File: src/rtl/mem_stage_responder_if.sv
// ---------------------------------------------------------------------------
// mem_stage_responder_if
//
// Bundles the EX/MEM request lines and the responder's return lines so the
// pipeline side and the data-memory responder connect through one port.
//
// Signals:
//   MemRead_i    load request from the EX/MEM register
//   MemWrite_i   store request from the EX/MEM register
//   Addr_i       byte address (ALU result held in EX/MEM)
//   WriteData_i  store data
//   ReadData_o   data of the most recently completed load
//   stall_o      hold request back to the pipeline
//   done_o       one-cycle completion pulse
//   err_o        one-cycle rejection pulse, coincident with done_o
//
// Modports:
//   master  the pipeline side: drives the request, observes the response
//   slave   the responder side: observes the request, drives the response
// ---------------------------------------------------------------------------
interface mem_stage_responder_if;

  logic        MemRead_i;
  logic        MemWrite_i;
  logic [31:0] Addr_i;
  logic [31:0] WriteData_i;
  logic [31:0] ReadData_o;
  logic        stall_o;
  logic        done_o;
  logic        err_o;

  modport master (
    output MemRead_i,
    output MemWrite_i,
    output Addr_i,
    output WriteData_i,
    input  ReadData_o,
    input  stall_o,
    input  done_o,
    input  err_o
  );

  modport slave (
    input  MemRead_i,
    input  MemWrite_i,
    input  Addr_i,
    input  WriteData_i,
    output ReadData_o,
    output stall_o,
    output done_o,
    output err_o
  );

endinterface

File: src/rtl/mem_stage_responder.sv
// ---------------------------------------------------------------------------
// mem_stage_responder
//
// Data-memory responder sitting after the EX/MEM pipeline register. A load or
// store request is served from an internal word-addressed array after a fixed
// number of busy cycles. While the request is in flight the responder stalls
// the pipeline so the EX/MEM register keeps presenting the same request. Load
// data is returned on ReadData_o and held until the next load completes.
//
// Parameters:
//   DEPTH    number of 32-bit words in the array (power of two, >= 2)
//   LATENCY  busy cycles before the access commits (>= 1)
//
// Ports:
//   clk_i    clock, all state updates on the rising edge
//   rst_i    asynchronous active-low reset
//   bus      request/response bundle (slave side), see mem_stage_responder_if
// ---------------------------------------------------------------------------
module mem_stage_responder #(
  parameter int DEPTH   = 32,
  parameter int LATENCY = 3
) (
  input  logic                   clk_i,
  input  logic                   rst_i,
  mem_stage_responder_if.slave   bus
);

  localparam int IDX_W = (DEPTH > 1) ? $clog2(DEPTH) : 1;
  localparam int CNT_W = (LATENCY > 1) ? $clog2(LATENCY) : 1;

  localparam logic [CNT_W-1:0] CNT_INIT = CNT_W'(LATENCY - 1);

  // Address bits above the word index must be zero for a legal request.
  localparam logic [31:0] HI_MASK = ~((32'd1 << (IDX_W + 2)) - 32'd1);

  typedef enum logic [1:0] {
    IDLE = 2'd0,
    BUSY = 2'd1,
    DONE = 2'd2
  } state_e;

  state_e             state_q, state_d;
  logic               opWrite_q, opWrite_d;
  logic [IDX_W-1:0]   idx_q, idx_d;
  logic [31:0]        wdata_q, wdata_d;
  logic [CNT_W-1:0]   cnt_q, cnt_d;
  logic               errFlag_q, errFlag_d;
  logic [31:0]        readData_q, readData_d;
  logic               memWe;

  logic [31:0]        mem_q [DEPTH];

  logic               req;
  logic               illegal;
  logic [IDX_W-1:0]   addrIdx;

  // Request decode on the live EX/MEM lines; only meaningful in IDLE.
  assign req     = bus.MemRead_i | bus.MemWrite_i;
  assign illegal = (bus.MemRead_i & bus.MemWrite_i)
                 | (|bus.Addr_i[1:0])
                 | (|(bus.Addr_i & HI_MASK));
  assign addrIdx = bus.Addr_i[IDX_W+1:2];

  // Next-state logic. The request is captured once in IDLE; after that only
  // the latched op/index/data are used, because the pipeline is free to move
  // on during the DONE cycle and the live inputs can no longer be trusted.
  always_comb begin
    state_d    = state_q;
    opWrite_d  = opWrite_q;
    idx_d      = idx_q;
    wdata_d    = wdata_q;
    cnt_d      = cnt_q;
    errFlag_d  = errFlag_q;
    readData_d = readData_q;
    memWe      = 1'b0;

    case (state_q)
      IDLE: begin
        if (req) begin
          if (illegal) begin
            errFlag_d = 1'b1;
            state_d   = DONE;
          end else begin
            opWrite_d = bus.MemWrite_i;
            idx_d     = addrIdx;
            wdata_d   = bus.WriteData_i;
            cnt_d     = CNT_INIT;
            state_d   = BUSY;
          end
        end
      end

      BUSY: begin
        if (cnt_q != '0) begin
          cnt_d = cnt_q - CNT_W'(1);
        end else begin
          // Counter exhausted: the access commits on this edge.
          if (opWrite_q) begin
            memWe = 1'b1;
          end else begin
            readData_d = mem_q[idx_q];
          end
          state_d = DONE;
        end
      end

      DONE: begin
        errFlag_d = 1'b0;
        state_d   = IDLE;
      end

      default: begin
        state_d = IDLE;
      end
    endcase
  end

  // Control and datapath registers. An abort by reset mid-BUSY simply drops
  // the latched request, so no write can leak through.
  always_ff @(posedge clk_i or negedge rst_i) begin
    if (!rst_i) begin
      state_q    <= IDLE;
      opWrite_q  <= 1'b0;
      idx_q      <= '0;
      wdata_q    <= '0;
      cnt_q      <= '0;
      errFlag_q  <= 1'b0;
      readData_q <= '0;
    end else begin
      state_q    <= state_d;
      opWrite_q  <= opWrite_d;
      idx_q      <= idx_d;
      wdata_q    <= wdata_d;
      cnt_q      <= cnt_d;
      errFlag_q  <= errFlag_d;
      readData_q <= readData_d;
    end
  end

  // Storage array. It is cleared by reset so that every word reads back as
  // zero after reset, including after an aborted store.
  always_ff @(posedge clk_i or negedge rst_i) begin
    if (!rst_i) begin
      for (int i = 0; i < DEPTH; i++) begin
        mem_q[i] <= '0;
      end
    end else if (memWe) begin
      mem_q[idx_q] <= wdata_q;
    end
  end

  // The stall must rise in the same cycle a request first appears, so the
  // IDLE term is taken straight from the live request lines.
  assign bus.stall_o    = ((state_q == IDLE) & req) | (state_q == BUSY);
  assign bus.done_o     = (state_q == DONE);
  assign bus.err_o      = (state_q == DONE) & errFlag_q;
  assign bus.ReadData_o = readData_q;

endmodule
File: src/flat_wrapper.sv
// flat-port wrapper written by rule: the top's interface ports become plain ports
module mem_stage_responder_flat 
#(
  parameter int DEPTH   = 32,
  parameter int LATENCY = 3
)
  (clk_i, rst_i, bus_MemRead_i, bus_MemWrite_i, bus_Addr_i, bus_WriteData_i, bus_ReadData_o, bus_stall_o, bus_done_o, bus_err_o);
  mem_stage_responder_if bus_i ();
  input  logic clk_i;
  input  logic rst_i;
  input wire logic [$bits(bus_i.MemRead_i)-1:0] bus_MemRead_i;
  input wire logic [$bits(bus_i.MemWrite_i)-1:0] bus_MemWrite_i;
  input wire logic [$bits(bus_i.Addr_i)-1:0] bus_Addr_i;
  input wire logic [$bits(bus_i.WriteData_i)-1:0] bus_WriteData_i;
  output wire logic [$bits(bus_i.ReadData_o)-1:0] bus_ReadData_o;
  output wire logic [$bits(bus_i.stall_o)-1:0] bus_stall_o;
  output wire logic [$bits(bus_i.done_o)-1:0] bus_done_o;
  output wire logic [$bits(bus_i.err_o)-1:0] bus_err_o;
  assign bus_i.MemRead_i = bus_MemRead_i;
  assign bus_i.MemWrite_i = bus_MemWrite_i;
  assign bus_i.Addr_i = bus_Addr_i;
  assign bus_i.WriteData_i = bus_WriteData_i;
  assign bus_ReadData_o = bus_i.ReadData_o;
  assign bus_stall_o = bus_i.stall_o;
  assign bus_done_o = bus_i.done_o;
  assign bus_err_o = bus_i.err_o;
  mem_stage_responder #(.DEPTH(DEPTH), .LATENCY(LATENCY)) u_core (.clk_i(clk_i), .rst_i(rst_i), .bus(bus_i));
endmodule
File: config.mk
export PLATFORM = sky130hd
export DESIGN_NAME = mem_stage_responder_flat
export DESIGN_NICKNAME = d
export VERILOG_FILES = /design/src/rtl/mem_stage_responder_if.sv /design/src/rtl/mem_stage_responder.sv /design/src/flat_wrapper.sv
export SDC_FILE = /design/constraint.sdc
export NUM_CORES = 2
export LEC_CHECK = 0
export ABC_AREA = 0
export BUFFER_PORTS_ARGS = -buffer_cell sky130_fd_sc_hd__clkbuf_2
export CORE_ASPECT_RATIO = 0.6
export CORE_UTILIZATION = 50
export CTS_BUF_LIST = sky130_fd_sc_hd__clkbuf_2 sky130_fd_sc_hd__clkbuf_4 sky130_fd_sc_hd__clkbuf_8
export DETAILED_ROUTE_END_ITERATION = 8
export PLACE_DENSITY = 0.66
export SLEW_MARGIN = 10
export SYNTH_ARGS = -nofsm -noshare
export SYNTH_HDL_FRONTEND = slang
export SYNTH_SLANG_ARGS = --single-unit
File: constraint.sdc
create_clock -name clk_i -period 5.9 [get_ports clk_i]
set_input_delay 1.18 -clock clk_i [delete_from_list [all_inputs] [get_ports clk_i]]
set_output_delay 1.18 -clock clk_i [all_outputs]
set_load 0.02 [all_outputs]
==> results.txt <==
slew at the pin closest to its max-slew limit = 1.36 ns
clock network latency to the later pin of the worst-skew pair = 0.87 ns
logic depth of the worst register-to-register path = 5
number of remaining DRC errors = 0
setup_tns = 0 ns
HPWL after detailed placement = 91.3 mm
post-synthesis instance total = 3448
post-route clock period utilization = 74.7%
Most used DFF post-synth = sky130_fd_sc_hd__dfrtp_1
via count = 30.8k
buffer levels on the longest clock path = 3
first-pass iteration count of the detailed router = 5
setup clock skew after layout = 0.0299 ns
number of global-route vias before repair = 32.1k
maximum clock frequency = 227 MHz
crit end category = register
final instance area = 54800 um2
Mapped Avg Cell Area = 14.4 um2
global-route wire length before repair = 219 mm
slowest stage cell on the critical path = sky130_fd_sc_hd__dfrtp_4
Pwr Total = 15400 uW
max-slew violation count = 0
overall die height = 246 um
placed standard-cell area = 51300 um2
antenna violations before repair = 5
total wire length = 147 mm
crit-path max cell delay = 1.06 ns
distinct cell type count of the synthesized netlist = 59
shortest period the worst path allows = 4.41 ns
final number of setup-violating endpoints = 0
post-cts gate resize count = 0
EDFF count, synth = 0
mean number of vias per cell = 6.25
Post-Synthesis Net Count = 3517
number of DRC markers in iteration 0 = 3094
CP Data Arrival Time = 5.10 ns
critical path type = reg2reg
number of max-cap violations = 0
critical-path cell list = buf_4 > buf_4 > mux4_2 > a211oi_1 > a31oi_1
most used cell, CP = sky130_fd_sc_hd__buf_4
static power due to leakage = 0.0253 uW
result of the run = finished clean
GR Overflow Total = 0
worst-case headroom to the max-slew limit = 8.94%
highest ir drop seen on vdd = 217 uV
hold-fix buffers at CTS = 0
overall die area = 101000 um2
CTS tree = yes
post-CTS setup buffer count = 0
number of nets with antenna violations after detailed routing = 0
fraction of synthesis flops using an asynchronous set or reset pin = 100%
RSZ-0062 raised after global routing = no
maximum number of pins on one net before global-route repair = 158
area of the core region = 98300 um2
Cell Area, Synth = 49700 um2
Synth warnings = 0
total power density per cell area = 280 nW/um2
effective utilization at floorplan = 50.5%
WL per Instance = 29.8 um
register-to-register path setup slack = 1.49 ns
Min Hold Slack = 0.383 ns
IO buf count = 102
number of buffers inserted during clock tree synthesis = 162
startpoint of the lowest-slack register-to-register path = u_core.idx_q[0]
Hold Fails Final Rpt = 0
clk sinks = 1099
Boundary Pins = 103
total of flip-flops plus latches after synthesis = 1099
part of the Yosys area used for sequential elements = 55.4%
Tot GR Track Use = 29.7%
final RePlAce weighted congestion = 0.834
WP data required = 6.59 ns
most common cell after layout, fill and taps aside = sky130_fd_sc_hd__dfrtp_1
share of cells above drive strength 1 = 46.0%
destination of the worst register-to-register timing path = u_core.bus.ReadData_o[17]
number of levels in the clock H-tree = 4
# rows = 89
layout net count = 3563
Horiz. Die Dim = 409 um
element type at the critical path start = register
path category of the worst min-delay check = in2async
combined buffer and inverter count along the critical path = 2
register clock-pin slew on the reported worst setup and hold paths = 0.07 ns
Root Driver = sky130_fd_sc_hd__clkbuf_8
gate family responsible for the most delay along the worst path = buffers and inverters
highest-count cells in the layout ignoring fill and taps = sky130_fd_sc_hd__dfrtp_1, sky130_fd_sc_hd__mux2_2, sky130_fd_sc_hd__mux2i_1
crit-path max FO = 48
layout overhead on the synthesized area = 10.4%
## sequential cells by signal (all words and copies together), names as in the netlist
register               flops
u_core.opWrite_q           1
u_core.mem_q            1024
u_core.errFlag_q           1
u_core.cnt_q               2
u_core.state_q             2
u_core.wdata_q            32
u_core.bus.ReadData_o     32
u_core.idx_q               5
## cell usage after synthesis, drive strengths merged, types with 2 or more instances
library cell	n	area (um2)
nor4b	8	85.1
o211ai	7	52.6
a211oi	18	135
a21oi	40	200
mux2i	328	3280
o21ai	35	175
dfrtp	1099	27500
o2111ai	5	43.8
nand2	22	85.1
nand4bb	3	33.8
o22a	6	52.6
clkbuf	129	484
and4b	2	20.0
o22ai	96	601
nand2b	7	43.8
nor3	37	218
o221ai	11	96.3
mux4	78	1760
and3	5	31.3
a31oi	36	225
nand3b	4	33.8
and2	3	18.8
buf	188	1170
nor4	9	56.3
inv	3	11.3
nand4b	4	35.0
a311oi	4	35.0
a2111oi	2	17.5
nand4	12	93.8
nor2	90	368
nand3	27	140
a22oi	16	120
a211o	9	78.8
nor2b	11	68.8
mux2	1083	12200
## cell type report
| cell class | instances | area [um2] |
|---|---|---|
| antenna | 2 | 5.00 |
| clock buffer | 264 | 3320 |
| clock inverter | 20 | 188 |
| fill | 7702 | 43500 |
| inverter | 4 | 15.0 |
| multi-input combinational | 2028 | 20700 |
| sequential | 1099 | 27500 |
| tap | 1319 | 1650 |
| timing repair buffer | 199 | 1410 |
## cell families (layout without fill, tap and decap cells)
| kind of cell | after synthesis | after routing | synth area share (%) |
|---|---|---|---|
| mux | 1489 | 1489 | 34.7 |
| fa+ha+maj | 1 | 1 | 0.0252 |
| buf+inv | 321 | 487 | 3.35 |
| simple gates | 249 | 249 | 2.77 |
| compound gates | 289 | 289 | 3.76 |
| flops | 1099 | 1099 | 55.4 |
| other cells | 0 | 2 | 0 |
## power by group
group | switching [uW] | total [uW] | internal, uW
clock network | 3030 | 6670 | 3640
logic | 610 | 850 | 240
registers | 184 | 7850 | 7670
total | 3830 | 15400 | 11500
## how the worst max path moves through the flow
stage               cells past startpoint             from  slack, ns                        end
CTS                                     5  u_core.idx_q[0]       1.57   u_core.bus.ReadData_o[5]
global placement                        5  u_core.idx_q[0]       1.60   u_core.bus.ReadData_o[5]
floorplan                               6   bus_Addr_i[16]       3.10         u_core.wdata_q[12]
global route                            5  u_core.idx_q[0]       1.36   u_core.bus.ReadData_o[5]
finish                                  5  u_core.idx_q[0]       1.49  u_core.bus.ReadData_o[17]
detailed placement                      5  u_core.idx_q[0]       1.58   u_core.bus.ReadData_o[5]
## through the flow
step	cells	util (%)	setup slack, ns
2_1_floorplan	3448	-	3.10
3_3_place_gp	4646	52.1	1.60
3_5_place_dp	4649	52.1	1.58
4_1_cts	4933	55.7	1.57
5_1_grt	4934	55.7	1.36
6_report	4935	55.7	1.49
## routing by layer
| metal | up-vias | share of wire (%) | GRT usage (%) |
|---|---|---|---|
| met1 | 16700 | 47 | 44.4 |
| li1 | 12800 | - | - |
| met4 | 0 | 2.7 | 9.91 |
| met2 | 1129 | 43 | 42.6 |
| met3 | 260 | 7.6 | 6.66 |
| met5 | - | 0 | 0 |
(Power assumes the default switching activity.)
